**src/rtl/display_pkg.sv**
```systemverilog
// Shared constants and state encoding for the binary-to-BCD display front end.
package display_pkg;

   localparam logic [3:0] DIG_OFF = 4'hf;
   localparam int         DEC_MAX = 9999;

   typedef enum logic [1:0] {
      IDLE,
      SHIFT,
      BLANK
   } state_t;

endpackage

```
**src/rtl/dabble_add3.sv**
```systemverilog
// One double-dabble correction cell: nibbles of 5 or more get +3 before the next shift.
module dabble_add3 (
   input  logic [3:0] in,
   output logic [3:0] out
);

   assign out = (in >= 4'd5) ? in + 4'd3 : in;

endmodule

```
**src/rtl/bin2decs_converter.sv**
```systemverilog
// Sequential binary-to-BCD converter (one bit per clock) with leading-zero blanking,
// publishing a held 4-digit decs word for the 7-segment multiplexer.
module bin2decs_converter
   import display_pkg::*;
#(
   parameter int WIDTH    = 14,
   parameter bit BLANK_LZ = 1'b1
) (
   input  logic             clk,
   input  logic             rst_n,
   input  logic             start,
   input  logic [WIDTH-1:0] value,
   output logic             busy,
   output logic             done,
   output logic             ovf,
   output logic [15:0]      decs
);

   localparam int CNT_W = $clog2(WIDTH);

   state_t           state;
   logic [WIDTH-1:0] bin;
   logic [15:0]      bcd;
   logic [15:0]      bcd_adj;
   logic [CNT_W-1:0] cnt;
   logic             ovf_i;

   for (genvar g = 0; g < 4; g++) begin : g_add3
      dabble_add3 u_add3 (
         .in  (bcd[g*4 +: 4]),
         .out (bcd_adj[g*4 +: 4])
      );
   end

   // Zeros above the first significant digit go dark; D1 always shows.
   function automatic logic [15:0] blank(input logic [15:0] b);
      logic [15:0] r;
      logic        lead;
      r    = b;
      lead = BLANK_LZ;
      for (int i = 3; i >= 1; i--) begin
         if (lead && (b[i*4 +: 4] == 4'd0)) begin
            r[i*4 +: 4] = DIG_OFF;
         end else begin
            lead = 1'b0;
         end
      end
      return r;
   endfunction

   always_ff @(posedge clk or negedge rst_n) begin
      if (!rst_n) begin
         state <= IDLE;
         busy  <= 1'b0;
         done  <= 1'b0;
         ovf   <= 1'b0;
         decs  <= {4{DIG_OFF}};
         bin   <= '0;
         bcd   <= '0;
         cnt   <= '0;
         ovf_i <= 1'b0;
      end else begin
         done <= 1'b0;
         case (state)
            IDLE: begin
               if (start) begin
                  bin   <= value;
                  bcd   <= '0;
                  cnt   <= '0;
                  ovf_i <= (32'(value) > DEC_MAX);
                  busy  <= 1'b1;
                  state <= SHIFT;
               end
            end
            SHIFT: begin
               bcd <= {bcd_adj[14:0], bin[WIDTH-1]};
               bin <= {bin[WIDTH-2:0], 1'b0};
               cnt <= cnt + 1'b1;
               if (cnt == CNT_W'(WIDTH - 1)) begin
                  state <= BLANK;
               end
            end
            BLANK: begin
               // Overflowed conversions still run to completion but publish all-off.
               decs  <= ovf_i ? {4{DIG_OFF}} : blank(bcd);
               ovf   <= ovf_i;
               done  <= 1'b1;
               busy  <= 1'b0;
               state <= IDLE;
            end
            default: begin
               state <= IDLE;
            end
         endcase
      end
   end

endmodule
```
**config.mk**
```make
export PLATFORM = sky130hd
export DESIGN_NAME = bin2decs_converter
export DESIGN_NICKNAME = d
export VERILOG_FILES = /design/src/rtl/display_pkg.sv /design/src/rtl/dabble_add3.sv /design/src/rtl/bin2decs_converter.sv
export SDC_FILE = /design/constraint.sdc
export NUM_CORES = 1
export LEC_CHECK = 0
export CAP_MARGIN = 20
export CORE_ASPECT_RATIO = 0.8
export CORE_UTILIZATION = 40
export CTS_CLUSTER_DIAMETER = 60
export DETAILED_ROUTE_END_ITERATION = 10
export HOLD_SLACK_MARGIN = 0.15
export PLACE_DENSITY_LB_ADDON = 0.2
export SETUP_SLACK_MARGIN = 0.05
export SYNTH_ARGS = -nofsm -noshare
export SYNTH_HDL_FRONTEND = slang
export SYNTH_HIERARCHICAL = 1
export SYNTH_SLANG_ARGS = --single-unit
```
**constraint.sdc**
```tcl
create_clock -name clk -period 1.7 [get_ports clk]
set_input_delay 0.34 -clock clk [delete_from_list [all_inputs] [get_ports clk]]
set_output_delay 0.34 -clock clk [all_outputs]
set_load 0.03 [all_outputs]
```
Word-level counts from Yosys, hierarchy flattened
Index checks and enable logic that the tools add are counted.
{ "classes": {"addsub": 5, "n_lt_le_gt_ge": 5, "n_eq_ne": 5, "muxes": 24, "n_reduce_logical": 12} }
{ "ops": {"columns": ["op", "n"], "rows": [
  ["16-bit two-way mux", 2],
  ["16-bit one-hot mux with 2 select lines", 1],
  ["4-bit two-way mux", 7],
  ["14-bit one-hot mux with 2 select lines", 1],
  ["4-bit by 3-bit greater-or-equal comparator with 1-bit output (second input constant)", 4],
  ["14-bit > comparator (second input constant)", 1],
  ["14-bit two-way mux", 1],
  ["4-bit by 2-bit adder with 4-bit output (second input constant)", 3],
  ["4-bit zero test", 3],
  ["4-bit one-hot mux with 2 select lines", 1],
  ["2-bit AND reduction", 4],
  ["1-bit two-way mux", 6],
  ["4-bit by 1-bit adder with 4-bit output (second input constant)", 1],
  ["4-bit == test (second input constant)", 1],
  ["2-bit two-way mux", 2],
  ["2-bit inequality test (second input constant)", 2],
  ["2-bit one-hot mux with 2 select lines", 1],
  ["2-bit nonzero test", 2],
  ["3-bit by 2-bit adder with 3-bit output (second input constant)", 1],
  ["3-bit two-way mux", 1],
  ["2-bit by 1-bit == test with 1-bit output (second input constant)", 1],
  ["2-bit == test (second input constant)", 1],
  ["1-bit logical AND", 2],
  ["2-bit zero test", 1],
  ["1-bit one-hot mux with 2 select lines", 1]
]} }
{ "totals": {"ff_bits": 56, "in_bits": 17, "output_inout_bits": 19} }

Depth between registers and ports, before layout
{ "logic_depth": {"word_depth": 9, "mapped_depth": 7} }

Modules after synthesis
The synthesis kept the hierarchy.
{ "modules_own_cells": {"columns": ["module", "instances", "cells_each", "area_each_um2", "seq_area_each_um2"], "rows": [
  ["bin2decs_converter", 1, 251, 2476.1, 1421.4],
  ["dabble_add3", 4, 16, 101.3, 0.0]
]} }

Worst setup path before layout
OpenSTA, ideal clock, no wires.
{ "synth_path": {"path_type": "register -> register", "startpoint": "register state[1]", "endpoint": "register bin[10]", "t_arrival_ns": 1.240, "t_required_ns": 1.579, "slack_ns": 0.339, "path_stages_with_launch": 6, "synth_period_minus_slack_ns": 1.361, "path_cell_list": "dfrtp_1 or3b_1 buf_6 buf_6 o22ai_2 nor2_1"} }
{ "synth_via": {"elab_chain_cells": 3} }
{ "synth_lines": {"columns": ["element", "line_no", "rtl"], "rows": [
  ["start, declared", "bin2decs_converter.sv:21", "state_t state;"],
  ["start signal, assigned", "bin2decs_converter.sv:53", "state <= IDLE;"],
  ["start signal, assigned", "bin2decs_converter.sv:72", "state <= SHIFT;"],
  ["start signal, assigned", "bin2decs_converter.sv:80", "state <= BLANK;"],
  ["2-bit by 1-bit == test with 1-bit output or 2-bit zero test (tied branches)", "bin2decs_converter.sv:64", "case (state)"],
  ["2-bit nonzero test (no line) or 2-bit inequality test (tied branches)", null, null],
  ["2-bit AND reduction (no line)", null, null],
  ["end signal, assigned", "bin2decs_converter.sv:67", "bin <= value;"],
  ["end signal, assigned", "bin2decs_converter.sv:77", "bin <= {bin[WIDTH-2:0], 1'b0};"],
  ["end, declared", "bin2decs_converter.sv:22", "logic [WIDTH-1:0] bin;"]
]} }
Several ways; a longest one is shown, not always the timed one.
A chain may end at the register's enable or synchronous reset.

Final worst setup path
{ "layout_path": {"startpoint": "register decs[7]", "endpoint": "output decs[7]"} }
{ "layout_rtl": {"columns": ["element", "line_no", "rtl"], "rows": [
  ["start, declared", "bin2decs_converter.sv:16", "output logic [15:0] decs"],
  ["start signal, assigned", "bin2decs_converter.sv:57", "decs <= {4{DIG_OFF}};"],
  ["start signal, assigned", "bin2decs_converter.sv:85", "decs <= ovf_i ? {4{DIG_OFF}} : blank(bcd);"]
]} }
No word-level cell between the ends.

==> impl_metrics.tcl <==
set metrics [dict create \
    wirelength_um 6050 \
    synth_cells 311 \
    numPortBuffers 35 \
    layout-area-overhead-vs-synth_pct 21.7 \
    multi_input_area_um2 1310 \
    core_um2 6890 \
    fillCellCount 694 \
    rsz0062_at_grt "no" \
    io_pins 36 \
    grt_overflow_total 0 \
    synth_nets 338 \
    crit_type "reg -> out" \
    fin_nets 382 \
    final-hold-violation-count 0 \
    cp.arrival_ps 1250 \
    cp_top_family "flip-flops" \
    dpl_cell_area_um2 3370 \
    drtIter0Drc 85 \
    clockRootBuffer "clkbuf_8" \
    drive_above_1_share_pct 16.6 \
    finalPower_mw 6.56 \
    clock_insertion_delay_worst_skew_ps 310 \
    slew_violations 0 \
    cts_setup_buffers 0 \
    clock_path_buffers 2 \
    critPathRequiredTime_ps 1360 \
    drc 0 \
    dieHeight_um 77.7 \
    die_area_um2 7500 \
    critical_path_depth 1 \
    gp_congestion 0.835 \
    setup_tns_ps 0 \
    antenna_cells 0 \
    cp_cell_sequence "dlygate4sd2_1" \
    grt_pass1_wl_um 10400 \
    p_leak_nw 1.64 \
    p_per_area_nw_per_um2 1880 \
    max_freq_mhz 628 \
    skew_ps 3.68 \
    clkSinkCount 56 \
    fin_crit_ps 1590 \
    start_util_pct 41.5 \
    slew-limit-headroom_pct 67.5 \
    cts_tree "built" \
    viasPerCell 5.14 \
    grt_pass1_vias 2133 \
    outcome "finished clean" \
    grt_antenna_before_repair 0 \
    worst_r2r_path_depth 3 \
    slowest_stage "dfstp_2" \
    seq_area_um2 1420 \
    worstSetupEndpointType "output port" \
    hold_path_class "reg -> reg" \
    cap_violations 0 \
    cts_buffers 5 \
    wire_per_inst_um 13.7 \
    dp_hpwl_um 4220 \
    ir_drop_uv 536 \
    critPathLaunchType "flip-flop" \
    synth_area_um2 2860 \
    critPathBufInv 1 \
    setup_violations 0 \
    post-route-period-util_pct 93.6 \
    tightest_slew_ps 487 \
    postRouteAntennaNets 0 \
    syn_area_per_cell_um2 9.20 \
    grt_max_degree 37 \
    cts.clk_slew.worst_paths_ps 100 \
    htreeDepth 2 \
    yosysWarnings 6 \
    routed-via-count 2277 \
    holdWs_ps 456 \
    dr.pass1.iters 4 \
    fin_area_um2 3480 \
    die_w_um 96.6 \
    track_usage_pct 17.8 \
    worstPathMaxFanout 3 \
    rows 27 \
    cpPeakStageDelay_ps 550 \
    min_path_cells 2 \
]
==> timing repair <==
action | in CTS | in global routing
hold buffers | 1 | 0
hold endpoints to repair | 4 | 0
endpoints found under the setup margin | 19 | 0
gates resized for setup | 19 | 0
==> cell usage in the layout (no fill, tap or decap), types with 3 or more instances in the layout <==
cell type	n
a21oi_2	4
a311oi_1	3
a31oi_1	4
buf_4	15
clkbuf_8	6
clkdlybuf4s50_1	15
dfrtp_1	40
dfstp_2	16
dlygate4sd2_1	19
ha_1	10
inv_1	10
mux2i_1	6
nand2_1	67
nand2b_1	9
nand3_1	20
nor2_1	32
nor3_1	21
o21ai_0	14
o21ai_1	5
o22ai_1	5
o22ai_2	8
xnor2_1	4
==> final timing paths <==
kind / startpoint / to / slack (ps)
worst max-delay path: decs[7]$_DFFE_PN1P_ / decs[7] / 110
worst min-delay path: decs[2]$_DFFE_PN1P_ / decs[2]$_DFFE_PN1P_ / 460
worst max register to register: bcd[8]$_DFFE_PN0P_ / decs[9]$_DFFE_PN1P_ / 200
worst min register to register: decs[2]$_DFFE_PN1P_ / decs[2]$_DFFE_PN1P_ / 460
max in group asynchronous: rst_n / bcd[12]$_DFFE_PN0P_ / 620
min in group asynchronous: rst_n / ovf$_DFFE_PN0P_ / 510
==> layer usage <==
metal  vias to the layer above  GRT usage [%]  part of all wire, %
met5                         -              0                    0
met4                         0           4.41                 0.79
met3                         5           3.24                  5.8
met2                        59           25.8                   43
met1                      1076           27.2                   51
li1                       1137              -                    -
==> registers in the layout, summed over array words and instances, names as in the netlist <==
signal and count:
ovf_i 1, bin 14, done 1, busy 1, state 2, bcd 16, ovf 1, cnt 4
decs 16
==> tightest hold or removal path: cells and delay by family (launching register included) <==
kind / cells / cell delay (ps)
flip-flops: 1 / 380
AND/OR/NAND/NOR: 2 / 90
==> power by group <==
part,switching (mW),internal (mW)
Sequential,0.535,2.02
Clock,0.443,0.482
Combinational,1.79,1.29
Total,2.77,3.79
==> stage by stage <==
step	instances	setup slack (ps)	util (%)
2_1_floorplan	311	339	-
3_3_place_gp	434	-45.2	49.0
3_5_place_dp	434	-86.1	49.0
4_1_cts	443	94.0	50.5
5_1_grt	443	55.7	50.5
6_report	443	108	50.5
==> final cells by class <==
cell class	count	share of cell area (%)
repair buffers	53	13.9
flip-flops and latches	56	40.8
clock buffers	6	2.37
clock inverters	2	1.11
well taps	87	3.13
multi-input cells	228	37.5
inverters	11	1.19
(Power assumes the default switching activity.)
